File: src/rtl/comparator3_sequencer.sv
// comparator3_sequencer
//   Multi-cycle magnitude compare of two WIDTH-bit operands using one shared,
//   external 3-bit comparator3 slice. Chunks are processed LSB first; each
//   slice reply {lt,et,gt} becomes the cascade input {l,e,g} of the next chunk.
//
//   Parameters:
//     WIDTH  operand width, a multiple of 3 and >= 3 (elaboration error otherwise)
//
//   Configuration macro:
//     SIGNED_COMPARE_EN  when defined, operands are two's complement: bit 2 of
//                        both slice operands is inverted on the last chunk.
//
//   Ports:
//     clk, rst                  clock, asynchronous active-high reset
//     start, op_a, op_b         request and operands (sampled only in IDLE)
//     busy, done                running flag, one-cycle result-valid pulse
//     lt, eq, gt, err           result flags and non-one-hot slice reply flag
//     cmp_a, cmp_b              chunk operands driven to the slice
//     cmp_l, cmp_e, cmp_g       cascade inputs driven to the slice
//     cmp_lt, cmp_et, cmp_gt    same-cycle slice reply
module comparator3_sequencer #(
  parameter int unsigned WIDTH = 12
) (
  input  logic             clk,
  input  logic             rst,
  input  logic             start,
  input  logic [WIDTH-1:0] op_a,
  input  logic [WIDTH-1:0] op_b,
  output logic             busy,
  output logic             done,
  output logic             lt,
  output logic             eq,
  output logic             gt,
  output logic             err,
  output logic [2:0]       cmp_a,
  output logic [2:0]       cmp_b,
  output logic             cmp_l,
  output logic             cmp_e,
  output logic             cmp_g,
  input  logic             cmp_lt,
  input  logic             cmp_et,
  input  logic             cmp_gt
);

  localparam int unsigned CHUNKS = WIDTH / 3;
  localparam int unsigned IDX_W  = (CHUNKS > 1) ? $clog2(CHUNKS) : 1;

  localparam logic [IDX_W-1:0] LAST_IDX  = IDX_W'(CHUNKS - 1);
  localparam logic [2:0]       CASC_INIT = 3'b010;

  localparam logic [1:0] ST_IDLE = 2'd0;
  localparam logic [1:0] ST_RUN  = 2'd1;
  localparam logic [1:0] ST_DONE = 2'd2;

  // Reject operand widths that do not split into whole 3-bit chunks
  generate
    if (((WIDTH % 3) != 0) || (WIDTH < 3)) begin : g_bad_width
      $error("comparator3_sequencer: WIDTH must be a multiple of 3 and >= 3");
    end
  endgenerate

  logic [1:0]       state_q;
  logic [1:0]       state_d;
  logic [IDX_W-1:0] idx_q;
  logic [2:0]       casc_q;
  logic [WIDTH-1:0] a_q;
  logic [WIDTH-1:0] b_q;

  logic             accept_c;
  logic             last_c;
  logic [2:0]       reply_c;
  logic             reply_onehot_c;

  logic [IDX_W-1:0] drv_idx_c;
  logic [WIDTH-1:0] a_shift_c;
  logic [WIDTH-1:0] b_shift_c;
  logic [2:0]       chunk_a_c;
  logic [2:0]       chunk_b_c;

  // Next-state logic
  always_comb begin
    state_d  = state_q;
    accept_c = 1'b0;
    last_c   = (idx_q == LAST_IDX);
    case (state_q)
      ST_IDLE: begin
        if (start) begin
          state_d  = ST_RUN;
          accept_c = 1'b1;
        end
      end
      ST_RUN: begin
        if (last_c) begin
          state_d = ST_DONE;
        end
      end
      ST_DONE: state_d = ST_IDLE;
      default: state_d = ST_IDLE;
    endcase
  end

  // Slice reply classification
  always_comb begin
    reply_c        = {cmp_lt, cmp_et, cmp_gt};
    reply_onehot_c = (reply_c == 3'b100) || (reply_c == 3'b010) || (reply_c == 3'b001);
  end

  // Slice drive: outside RUN the slice sees chunk 0 with a neutral cascade
  always_comb begin
    drv_idx_c = (state_q == ST_RUN) ? idx_q : '0;
    a_shift_c = a_q >> (3 * drv_idx_c);
    b_shift_c = b_q >> (3 * drv_idx_c);
    chunk_a_c = a_shift_c[2:0];
    chunk_b_c = b_shift_c[2:0];
`ifdef SIGNED_COMPARE_EN
    // Sign-offset mapping: flipping the sign bit turns a signed compare of
    // the top chunk into an unsigned one.
    if ((state_q == ST_RUN) && (idx_q == LAST_IDX)) begin
      chunk_a_c[2] = ~chunk_a_c[2];
      chunk_b_c[2] = ~chunk_b_c[2];
    end
`else
    chunk_a_c = chunk_a_c;
    chunk_b_c = chunk_b_c;
`endif
  end

  assign cmp_a = chunk_a_c;
  assign cmp_b = chunk_b_c;
  assign cmp_l = (state_q == ST_RUN) ? casc_q[2] : CASC_INIT[2];
  assign cmp_e = (state_q == ST_RUN) ? casc_q[1] : CASC_INIT[1];
  assign cmp_g = (state_q == ST_RUN) ? casc_q[0] : CASC_INIT[0];

  // State register
  always_ff @(posedge clk or posedge rst) begin
    if (rst) begin
      state_q <= ST_IDLE;
    end else begin
      state_q <= state_d;
    end
  end

  // Datapath and registered outputs
  always_ff @(posedge clk or posedge rst) begin
    if (rst) begin
      idx_q  <= '0;
      casc_q <= CASC_INIT;
      a_q    <= '0;
      b_q    <= '0;
      busy   <= 1'b0;
      done   <= 1'b0;
      lt     <= 1'b0;
      eq     <= 1'b0;
      gt     <= 1'b0;
      err    <= 1'b0;
    end else begin
      busy <= (state_d == ST_RUN);
      done <= (state_d == ST_DONE);
      if (accept_c) begin
        a_q    <= op_a;
        b_q    <= op_b;
        idx_q  <= '0;
        casc_q <= CASC_INIT;
        err    <= 1'b0;
      end else if (state_q == ST_RUN) begin
        casc_q <= reply_c;
        idx_q  <= last_c ? '0 : idx_q + IDX_W'(1);
        if (!reply_onehot_c) begin
          err <= 1'b1;
        end
        // Final slice reply is the overall result
        if (last_c) begin
          lt <= cmp_lt;
          eq <= cmp_et;
          gt <= cmp_gt;
        end
      end
    end
  end

endmodule

File: config.mk
export PLATFORM = sky130hd
export DESIGN_NAME = comparator3_sequencer
export DESIGN_NICKNAME = d
export VERILOG_FILES = /design/src/rtl/comparator3_sequencer.sv
export SDC_FILE = /design/constraint.sdc
export NUM_CORES = 1
export LEC_CHECK = 0
export BUFFER_PORTS_ARGS = -buffer_cell sky130_fd_sc_hd__buf_2
export CAP_MARGIN = 5
export CORE_MARGIN = 10
export CORE_UTILIZATION = 30
export DETAILED_ROUTE_END_ITERATION = 8
export PLACE_DENSITY_LB_ADDON = 0.08
export SLEW_MARGIN = 20
export SYNTH_ARGS = -nofsm -noshare
export SYNTH_HDL_FRONTEND = slang
export SYNTH_SLANG_ARGS = --single-unit
File: constraint.sdc
create_clock -name clk -period 1.4 [get_ports clk]
set_input_delay 0.07 -clock clk [delete_from_list [all_inputs] [get_ports clk]]
set_output_delay 0.07 -clock clk [all_outputs]
set_load 0.01 [all_outputs]
== Word level (Yosys, flattened, before mapping) ==
Index checks and enable logic that the tools add are counted.
Cells by class
  multiply operators: 1
  reductions and logical operators: 6
  bitwise gates (word level): 1
  shifts and indexed selects: 2
  $add $sub $neg: 1
  equal/unequal tests: 8
  muxes and demuxes: 17
Operator list (count)
  $shr 12x4->3: 2
  $mux 2: 6
  $mux 1: 8
  $mux 3: 2
  $eq 2x1->1 const B: 2
  $eq 2x2->1 const B: 2
  $mul 2x2->4 const A: 1
  $pmux 2 s2: 1
  $eq 3x1->1 const B: 1
  $eq 3x2->1 const B: 1
  $eq 3x3->1 const B: 1
  $reduce_and 3->1: 1
  $add 2x1->2 const B: 1
  $logic_not 2->1: 1
  $logic_or 1x1->1: 2
  $ne 2x2->1 const B: 1
  $reduce_and 2->1: 1
  $reduce_bool 2->1: 1
  $not 1->1: 1
Storage, ports and cells
  output and inout port bits: 15
  bits of input ports: 30
  word-level logic and storage cells: 47
  bits in registers: 37

== Longest topological paths before layout ==
Gate-level depths: netlist of run 1.
  depth in word-level cells: 6
  depth in mapped cells: 5
  gate-level depth less buffers: 3

== Least setup slack after synthesis of run 1 ==
Ideal clock, no wire load.
  path kind: reg-to-reg
  start: register state_q[1]
  end: register a_q[0]
  data required time: 1283 ps
  arrival: 1138 ps
  clock period less this slack: 1254 ps
  cell stages (with the launch flop): 6
  library setup time: 117 ps
  slack: 146 ps
  buffers on the path: 2
  cells stage by stage: dfrtp_1 or3b_1 buf_6 buf_6 nand2_1 nand2_1
Between the ends
  cells in the longest elaborated chain, start to end: 2
RTL lines
  start: declaration: line 62  | logic [1:0] state_q;
  start signal: assignment: line 139  | state_q <= state_d;
  $logic_not 2->1: line 85  | case (state_q)
  $mux 1: line 85
  end signal: assignment: line 160  | a_q <= op_a;
  end: declaration: line 66  | logic [WIDTH-1:0] a_q;
No other way between the ends.
A chain may end at the register's enable or synchronous reset.

== Final worst setup path of run 1 ==
  start: register state_q[1]
  end: output port cmp_a[1]
Between the ends
  cells in the longest elaborated chain, start to end: 4
RTL lines
  $eq 2x1->1: line 110  | drv_idx_c = (state_q == ST_RUN) ? idx_q : '0;
  $mux 2: line 110
  $mul 2x2->4: line 111  | a_shift_c = a_q >> (3 * drv_idx_c);
  $shr 12x4->3: line 111
  end: declaration: line 35  | output logic [2:0] cmp_a,
No other way between the ends.

==> results of run 1 <==
-- sequential cells by signal, summed over array words and instances (netlist names) --
signal and count:
done 1, busy 1, b_q 12, casc_q 3
eq 1, lt 1, gt 1, state_q 2
idx_q 2, err 1, a_q 12
-- cell type report --
class / instances / share of cell area (%)
clock buffer: 6 / 2.893
clock inverter: 2 / 0.5985
inverter: 5 / 0.7481
multi-input combinational: 131 / 29.78
sequential: 37 / 37.01
tap: 72 / 3.591
timing repair buffer: 84 / 25.39
-- synthesized netlist by cell type (all sizes together) --
cell type   n  share of area (%)
mux2i       6                3.5
inv         5                1.1
nand3b      1               0.43
or3b        1               0.50
xor2        1               0.50
o31ai       1               0.43
nor2b       1               0.36
nand3      11                3.2
clkbuf      1               0.22
nor3b       1               0.72
nand2b      2               0.72
nand2      75                 16
o221a       6                3.9
and2        3                1.1
dfstp       1                1.5
dfrtp      36                 52
and3        1               0.36
a31oi       3                1.1
mux2        3                1.9
o22a        3                1.5
o21ai       6                1.9
ha          2                1.4
nor2        3               0.65
buf        10                4.3
a22o        1               0.50
-- logic make-up (layout without fill, tap and decap cells) --
| logic type | count (synthesis) | count (layout) |
|---|---|---|
| buf+inv | 16 | 97 |
| flops | 37 | 37 |
| fa+ha+maj | 2 | 2 |
| mux | 9 | 9 |
| compound gates | 20 | 20 |
| xor+xnor | 1 | 1 |
| simple gates | 99 | 99 |
-- tightest hold or removal path: cells and delay by family --
| family | cells | cell delay [ps] |
|---|---|---|
| buffers and inverters | 1 | 110 |
| AND/OR/NAND/NOR | 2 | 100 |
-- worst paths after layout --
kind	from	endpoint	slack, ps	cells past startpoint
worst min-delay path	cmp_lt	casc_q[2]	10	3
worst min register to register	a_q[6]	a_q[6]	480	2
min in group asynchronous	rst	a_q[2]	430	4
worst max register to register	state_q[1]	err	30	3
worst max-delay path	state_q[1]	cmp_a[1]	-210	4
max in group asynchronous	rst	idx_q[0]	610	4
-- stage by stage --
stage | cells | power [µW] | utilization [%]
after global routing | 337 | 6118 | 45.01
after CTS | 335 | 5464 | 43.95
after floorplan | 184 | 3553 | -
after global placement | 301 | 4361 | 36.95
after detailed placement | 301 | 4378 | 36.95
final | 337 | 5614 | 45.01
-- repair_timing --
item,CTS,global route
hold endpoints to repair,60,0
cloned,0,1
hold buffers,25,0
pin swaps,4,5
setup buffers,1,1
setup endpoints to repair,8,9
gates resized for setup,9,5
-- cells in the final DEF (no fill, tap or decap), types with 2 or more instances in the layout --
| cell | instances |
|---|---|
| clkbuf_8 | 5 |
| a31oi_1 | 2 |
| clkinvlp_4 | 2 |
| buf_4 | 12 |
| nand2b_1 | 2 |
| o21ai_0 | 5 |
| and2_1 | 3 |
| mux2i_1 | 6 |
| nand2_1 | 74 |
| nor2_1 | 2 |
| nand3_1 | 11 |
| ha_1 | 2 |
| inv_1 | 5 |
| dfrtp_1 | 35 |
| buf_2 | 38 |
| mux2_2 | 3 |
| o221a_2 | 5 |
| o22a_1 | 3 |
| dlygate4sd3_1 | 25 |
| buf_6 | 7 |
-- power breakdown --
part | internal [µW] | switching, µW
Sequential | 1590 | 303
Combinational | 1540 | 1450
Clock | 351 | 391
Total | 3470 | 2140
-- layer usage --
layer / part of all wire, % / wire length (µm) / track usage (%)
met5: 0 / 0 / 0
met2: 43 / 1972 / 14.74
met4: 0.98 / 45 / 2.948
met3: 6.9 / 317 / 4.669
met1: 49 / 2261 / 14.33
==> results.md, run 1 <==
- Total GRT Usage: roughly a tenth
- DRT iter0 DRCs: between 50 and 60
- Leak: ~0.0013 µW
- Avg Cell Area, Syn: about 9.4 µm²
- Worst VDD drop: 0.9493 mV
- Run status: complete, but fails checks
- Max Cap Viol: 0
- Area Growth Syn to Fin: 44.45%
- Pre-CTS setup slack: 45.50 ps
- Failing checks: negative setup slack
- Worst Path Arrival: ~1500 ps
- Xor and xnor area share after synthesis: less than 1%
- First-pass GRT wire length: around 7500 µm
- Sequential share of the synthesized area: roughly 53%
- Critical-path top delay cell: dfrtp_1
- FF+latch count, synth: 37
- Number of global-route vias before repair: 1523
- Die X: 96.09 µm
- GRT overflow: 0
- CP Capture Type: output pin
- Routed len/inst: ~14 µm
- 1st-pass router iterations: 6
- Worst Hold Class: in -> reg
- Initial antenna violation count: 0
- Final HPWL DP: 3192 µm
- Max-slew violations: 0
- Post-Synth Adder-Cell Area: ~1.4%
- Vias/cell: 4.332
- Final Cycle Share: 115.3%
- Drc violations: 0
- CTS tree: done
- Fraction of layout cells with a size suffix above 1: 31.32%
- Num CTS Buffers: 5
- Post-DRT Antenna Nets: 0
- RD Place Congestion: between 0.6 and 0.7
- Largest family of logic cells by synthesized area: simple AND/OR/NAND/NOR gates
- CORE AREA: about 0.0056 mm²
- Largest net degree at the start of global routing: 38
- Routed WL: about 4600 µm
- Yosys Warn Count: 0
- Initial Util: a little under a third
- Total negative slack: -1067 ps
- Design area: roughly 0.0025 mm²
- Simple-gate share of the synthesized area: 24.35%
- Clk root buf: clkbuf_8
- Reg clk slew, reported paths: approximately 80 ps
- Max Clock Skew: 5.220 ps
- Worst Path Max Fanout: 4
- Hold slack: about 12 ps
- RSZ-0062 raised after global routing: yes
- Count of boundary I/O pins: 45
- Worst path max stage delay: 430 ps
- Post-route minimum period: between 1500 and 2000 ps
- Multi-input gate area: 747.0 µm²
- Yosys cell types: 29
- Clock sink count: 37
- Area post-placement: just over 0.002 mm²
- Clk_lat worst skew: about 290 ps
- # fillers: 573
- Nets: 296
- Setup CP Type: reg -> out
- Compound-gate portion of the synthesized area: 9.366%
- Final setup fails: 6
- Vias: 1460
- Worst-Margin Slew: 477.0 ps
- Die ar.: approximately 0.0092 mm²
- Gate Count Post-Synth: between 150 and 200
- Min setup slack post-route: -214.7 ps
- Chip height: approximately 96 µm
- Mux contribution to synthesized area: roughly 5.4%
- Critical Path RT: roughly 1300 ps
- Final Hold Fails: 0
- Rows: 27
- Register area: 928.4 µm²
- Worst path cell trace: nand3b_1 > o22a_1 > o221a_2 > buf_6
- Syn Nets: approximately 220
- PortBufs: 44
- Mapped cell area: approximately 0.0017 mm²
- Buf/Inv on CP: 1
- Crit start category: flop
- Power Dens Cells: roughly 2200 mW/mm²
- Fmax: slightly above 600 MHz
- Longest Clk Path Bufs: 2
- Max-slew headroom: 68.20%
- CP top delay family: compound AO/OA/AOI/OAI gates
- H-tree levels: 2
- Antenna Diode Count: 0
Note: power is estimated with default switching activity, not from simulation.
==> run 2, diff against run 1 <==
- CTS_BUF_LIST: not set -> sky130_fd_sc_hd__clkbuf_8
- GPL_TIMING_DRIVEN: not set -> 0
- clock period: 1.4 -> 1.7 ns (I/O delays scaled with it)
==> results.md, run 2 (synthesized netlist as in run 1, its figures left out) <==
- Drc violations: 0 (unchanged)
- Vias: 1530 (was 1460)
- 1st-pass router iterations: 4 (was 6)
- Clk_lat worst skew: 300 ps (was 290 ps)
- Max-slew headroom: 63.00% (was 68.20%)
- Reg clk slew, reported paths: 80 ps (about the same)
- R2R Path Start: state_q[0] (was state_q[1])
- Setup CP Type: reg -> out (unchanged)
- Routed WL: 4772 µm (was 4598 µm)
- R2r endpoint: b_q[6] (was err)
- H-tree levels: 2 (unchanged)
- Post-route minimum period: 1670 ps
- Worst Hold Class: in -> reg (unchanged)
- Worst Path Arrival: 1590 ps (was 1540 ps)
- Die ar.: 0.009232 mm² (unchanged)
- Combinational fraction of design power: 52.6% (was 53.2%)
- Biggest regs: a_q x12, b_q x12, casc_q x3 (unchanged)
- Count of boundary I/O pins: 45 (unchanged)
- Worst Reg2Reg Path Length in Cells: 5 (was 3)
- Cell Int Power: 2861 µW (was 3473 µW)
- Antenna Diode Count: 0 (unchanged)
- Register share of total power: 33.6% (about the same)
- Fmax: 598.8 MHz
- RSZ-0062 raised after global routing: yes (unchanged)
- Critical-path top delay cell: dfrtp_1 (unchanged)
- Number of global-route vias before repair: 1638 (was 1523)
- Reg2reg setup slack: 130 ps (was 30 ps)
- Total negative slack: 0 ps (was -1067 ps)
- Final Cycle Share: between 90 and 100%
- GRT overflow: 0 (unchanged)
- Psw: 1775 µW (was 2142 µW)
- Worst-Margin Slew: 552.5 ps (was 477.0 ps)
- Worst hold endpoint: casc_q[2] (unchanged)
- Worst path max stage delay: 380 ps (was 430 ps)
- First-pass GRT wire length: 7976 µm (was 7500 µm)
- Clk root buf: clkbuf_8 (unchanged)
- Buf/Inv on CP: 2 (was 1)
- Largest net degree at the start of global routing: 30 (was 38)
- Area Growth Syn to Fin: 46.97% (was 44.45%)
- Crit start category: flop (unchanged)
- Initial Util: 31.16% (unchanged)
- Num CTS Buffers: 5 (unchanged)
- Clock sink count: 37 (unchanged)
- Leak: 0.001312 µW (was 0.001272 µW)
- Vias/cell: 4.435 (was 4.332)
- Sw Share: 38.29% (was 38.14%)
- Area post-placement: 0.002067 mm² (was 0.002059 mm²)
- Longest Clk Path Bufs: 2 (unchanged)
- Total GRT Usage: 11.04% (was 10.55%)
- PortBufs: 44 (unchanged)
- CP top delay family: compound AO/OA/AOI/OAI gates (unchanged)
- Nets: 304 (was 296)
- CORE AREA: 0.005574 mm² (unchanged)
- Worst path cell trace: buf_6 > nand3b_1 > o22a_1 > o221a_2 > buf_2 (was nand3b_1 > o22a_1 > o221a_2 > buf_6)
- Power Dens Cells: 1816 mW/mm² (was 2238 mW/mm²)
- Design area: 0.002552 mm² (was 0.002509 mm²)
- Max Cap Viol: 0 (unchanged)
- Final Hold Fails: 0 (unchanged)
- Leading cell type in the layout, fill and taps excluded: nand2_1 (unchanged)
- RD Place Congestion: 0.7334 (was 0.6630)
- Final HPWL DP: 3302 µm (was 3192 µm)
- Most frequent cells in the layout: nand2_1 (74), buf_2 (45), dfrtp_1 (36), dlygate4sd3_1 (25) (was nand2_1 (74), buf_2 (38), dfrtp_1 (35), dlygate4sd3_1 (25), buf_4 (12))
- Worst VDD drop: 0.7173 mV (was 0.9493 mV)
- Rows: 27 (unchanged)
- Final setup fails: 0 (was 6)
- Post-Place Cells: 301 (unchanged)
- Hold path depth: 3 (unchanged)
- Chip height: 96.09 µm (unchanged)
- Fraction of layout cells with a size suffix above 1: 32.97% (was 31.32%)
- Run status: finished, final reports clean (was complete, but fails checks)
- Clock power share: 13.8% (was 13.2%)
- CTS tree: done (unchanged)
- Worst Path Max Fanout: 6 (was 4)
- Max Clock Skew: 8.248 ps (was 5.220 ps)
- Critical hold path startpoint: cmp_lt (unchanged)
- Critical Path RT: 1620 ps (was 1330 ps)
- Initial antenna violation count: 0 (unchanged)
- Routed len/inst: 13.83 µm (was 13.64 µm)
- Max-slew violations: 0 (unchanged)
- Finished Layout Cells: 345 (was 337)
- Post-DRT Antenna Nets: 0 (unchanged)
- Design Power: 4636 µW (was 5614 µW)
- DRT iter0 DRCs: 82 (was 55)
- Die X: 96.09 µm (unchanged)
- CP Capture Type: output pin (unchanged)
-- run 2: worst min-delay path, stage by stage --
cell	delay (ps)
buf_2	110
nand2_1	50
nand2_1	50
-- run 2: area by class of cell --
type | instances | area, µm²
clock buffer | 5 | 68.82
multi-input combinational | 131 | 716.9
fill | 570 | 3022
clock inverter | 3 | 21.27
timing repair buffer | 81 | 591.8
inverter | 5 | 18.77
tap | 72 | 90.09
buffer | 11 | 117.6
sequential | 37 | 927.1
-- run 2: per-stage QoR --
step,hold WS (ps),util [%],setup WS (ps)
floorplan,190.4,-,445.7
global placement,275.5,36.72,109.4
detailed placement,11.59,37.08,114.0
CTS,18.64,43.95,1.770
global route,43.17,45.79,-35.04
finish,22.35,45.79,29.87
-- run 2: per-layer routing --
layer	vias up	part of all wire [%]	GRT usage, %
li1	784	-	-
met5	-	0	0
met3	9	6.8	3.735
met4	0	2.0	5.528
met1	703	49	14.03
met2	34	42	16.31
-- run 2: how the worst max path moves through the flow --
stage	startpoint	end	slack [ps]	cells after the start
after floorplan	state_q[1]	a_q[0]	450	5
after global placement	idx_q[0]	cmp_b[2]	110	6
after detailed placement	idx_q[0]	cmp_b[2]	110	6
after CTS	idx_q[0]	cmp_a[2]	2	5
after global routing	idx_q[0]	cmp_a[2]	-40	5
final	idx_q[0]	cmp_a[2]	30	5
-- run 2: timing repair --
action	CTS	global route
hold buffers	25	0
setup endpoints to repair	6	6
gates resized for setup	8	7
pin swaps	1	3
setup buffers	2	9
hold endpoints to repair	60	0
cloned	0	0
-- run 2: power groups by stage --
stage | sequential [µW] | clock [µW] | combinational [µW]
after global placement | 1570 | 0 | 2000
after global routing | 1620 | 693 | 2730
final | 1560 | 641 | 2440
after floorplan | 1530 | 0 | 1390
after CTS | 1560 | 667 | 2180
after detailed placement | 1580 | 0 | 2010
==> run 3, diff against run 2 <==
- CTS_BUF_LIST: sky130_fd_sc_hd__clkbuf_8 -> not set
- clock period: 1.7 -> 1.4 ns (I/O delays scaled with it)
==> results.md, run 3 (synthesized netlist as in run 1, its figures left out) <==
- Max-slew headroom: 77.93% (was 63.00%)
- 1st-pass router iterations: 4 (unchanged)
- Worst Path Arrival: 1550 ps (was 1590 ps)
- Finished Layout Cells: 354 (was 345)
- Run status: complete, but fails checks (was finished, final reports clean)
- DRT iter0 DRCs: 61 (was 82)
- Final Cycle Share: 115.7%
- Design area: 0.002756 mm² (was 0.002552 mm²)
- Post-DRT Antenna Nets: 0 (unchanged)
- Worst-Margin Slew: 331.1 ps (was 552.5 ps)
- Max Clock Skew: 7.447 ps (was 8.248 ps)
- Area Growth Syn to Fin: 58.72% (was 46.97%)
- R2r endpoint: idx_q[0] (was b_q[6])
- Final Hold Fails: 0 (unchanged)
- Number of global-route vias before repair: 1698 (was 1638)
- Largest net degree at the start of global routing: 30 (unchanged)
- Vias: 1574 (was 1530)
- Die ar.: 0.009232 mm² (unchanged)
- Hold path depth: 3 (unchanged)
- Num CTS Buffers: 5 (unchanged)
- Crit start category: flop (unchanged)
- Vias/cell: 4.446 (was 4.435)
- Routed WL: 4963 µm (was 4772 µm)
- Reg2reg setup slack: -180 ps (was 130 ps)
- Longest Clk Path Bufs: 2 (unchanged)
- First-pass GRT wire length: 8217 µm (was 7976 µm)
- Critical Path RT: 1330 ps (was 1620 ps)
- Leading cell type in the layout, fill and taps excluded: nand2_1 (unchanged)
- Layout Utilization: 49.45% (was 45.79%)
- Worst Path Max Fanout: 6 (unchanged)
- Power Dens Cells: 2272 mW/mm² (was 1816 mW/mm²)
- Nets: 313 (was 304)
- Drc violations: 0 (unchanged)
- Max Cap Viol: 0 (unchanged)
- H-tree levels: 2 (unchanged)
- Die X: 96.09 µm (unchanged)
- Critical hold path startpoint: cmp_lt (unchanged)
- Biggest regs: a_q x12, b_q x12, casc_q x3 (unchanged)
- Worst hold endpoint: casc_q[2] (unchanged)
- Fmax: 617.1 MHz
- GRT overflow: 0 (unchanged)
- RD Place Congestion: 0.7334 (unchanged)
- Clk_lat worst skew: 300 ps (about the same)
- Clock sink count: 37 (unchanged)
- Area post-placement: 0.002067 mm² (unchanged)
- Post-route minimum period: about 1600 ps
- Reg clk slew, reported paths: 80 ps (about the same)
- Count of boundary I/O pins: 45 (unchanged)
- Worst Reg2Reg Path Length in Cells: 7 (was 5)
- Chip height: 96.09 µm (unchanged)
- Total negative slack: -5671 ps (was 0 ps)
- CP Capture Type: output pin (unchanged)
- Initial Util: 31.16% (unchanged)
- Rows: 27 (unchanged)
- Post-Place Cells: 301 (unchanged)
- R2R Path Start: state_q[1] (was state_q[0])
- Final setup fails: 37 (was 0)
- Leak: 0.001409 µW (was 0.001312 µW)
- CORE AREA: 0.005574 mm² (unchanged)
- Design Power: 6263 µW (was 4636 µW)
- Max-slew violations: 0 (unchanged)
- CTS tree: done (unchanged)
- Final HPWL DP: 3302 µm (unchanged)
- Most frequent cells in the layout: nand2_1 (72), buf_2 (37), dfrtp_1 (36), dlygate4sd3_1 (25), buf_4 (17) (was nand2_1 (74), buf_2 (45), dfrtp_1 (36), dlygate4sd3_1 (25))
- Antenna Diode Count: 0 (unchanged)
- Routed len/inst: 14.02 µm (was 13.83 µm)
- Total GRT Usage: 11.35% (was 11.04%)
- Setup CP Type: reg -> out (unchanged)
- Fraction of layout cells with a size suffix above 1: 38.30% (was 32.97%)
- Initial antenna violation count: 0 (unchanged)
- PortBufs: 44 (unchanged)
- Worst Hold Class: in -> reg (unchanged)
- Failing checks: negative setup slack
- Min setup slack post-route: -220.4 ps (was 29.87 ps)
- Clk root buf: clkbuf_8 (unchanged)
- RSZ-0062 raised after global routing: yes (unchanged)
- Worst VDD drop: 0.7767 mV (was 0.7173 mV)
-- run 3: cell count changes in the layout (fill, tap and decap cells not counted), sizes merged --
cell    previous run  this run
buf               66        74
clkbuf             6         7
-- run 3: worst max path at each step --
| stage | from | to | slack (ps) | cells past startpoint |
|---|---|---|---|---|
| 6_report | idx_q[0] | cmp_b[2] | -220 | 6 |
| 5_1_grt | idx_q[0] | cmp_a[0] | -300 | 5 |
| 4_1_cts | state_q[1] | cmp_a[2] | -220 | 4 |
| 3_5_place_dp | idx_q[0] | cmp_b[2] | -170 | 6 |
| 3_3_place_gp | idx_q[0] | cmp_b[2] | -180 | 6 |
| 2_1_floorplan | state_q[1] | a_q[0] | 150 | 5 |
-- run 3: worst max-delay path, stage by stage, from the launching register on --
cell	delay, ps
dfrtp_1	370
buf_6	150
buf_12	130
mux2i_2	220
nand3_1	120
o221a_2	150
buf_6	120
-- run 3: per-stage QoR --
stage	setup slack (ps)	hold slack (ps)
after detailed placement	-171.0	-3.410
final	-220.4	12.80
after CTS	-217.6	0.9089
after global placement	-175.6	260.5
after global routing	-297.2	33.16
after floorplan	145.7	175.4
-- run 3: report_power, final --
| group | switching [µW] | internal (µW) | leakage, µW | total [µW] |
|---|---|---|---|---|
| logic | 1550 | 2010 | 0.000911 | 3560 |
| registers | 341 | 1580 | 0.000453 | 1920 |
| clock network | 427 | 353 | 0.0000445 | 781 |
| total | 2320 | 3940 | 0.00141 | 6260 |
-- run 3: metal layers --
metal	share of wire (%)	GRT usage (%)
met1	47	14.54
met4	2.1	5.160
met5	0	0
met2	43	16.93
met3	7.0	3.735
-- run 3: layout make-up --
type	instances	area, µm²
Fill cell	548	2818
Sequential cell	37	927.1
Multi-Input combinational cell	131	787.0
Timing Repair Buffer	91	730.7
Buffer	10	112.6
Tap cell	72	90.09
Clock buffer	5	68.82
Clock inverter	3	21.27
Inverter	5	18.77
-- run 3: timing repair --
item / in CTS / in global routing
buffers inserted: 14 / 5
cloned: 0 / 2
hold endpoints to repair: 60 / 0
setup endpoints to repair: 28 / 40
pin swaps: 13 / 8
resized for setup: 25 / 19
hold buffers: 25 / 0
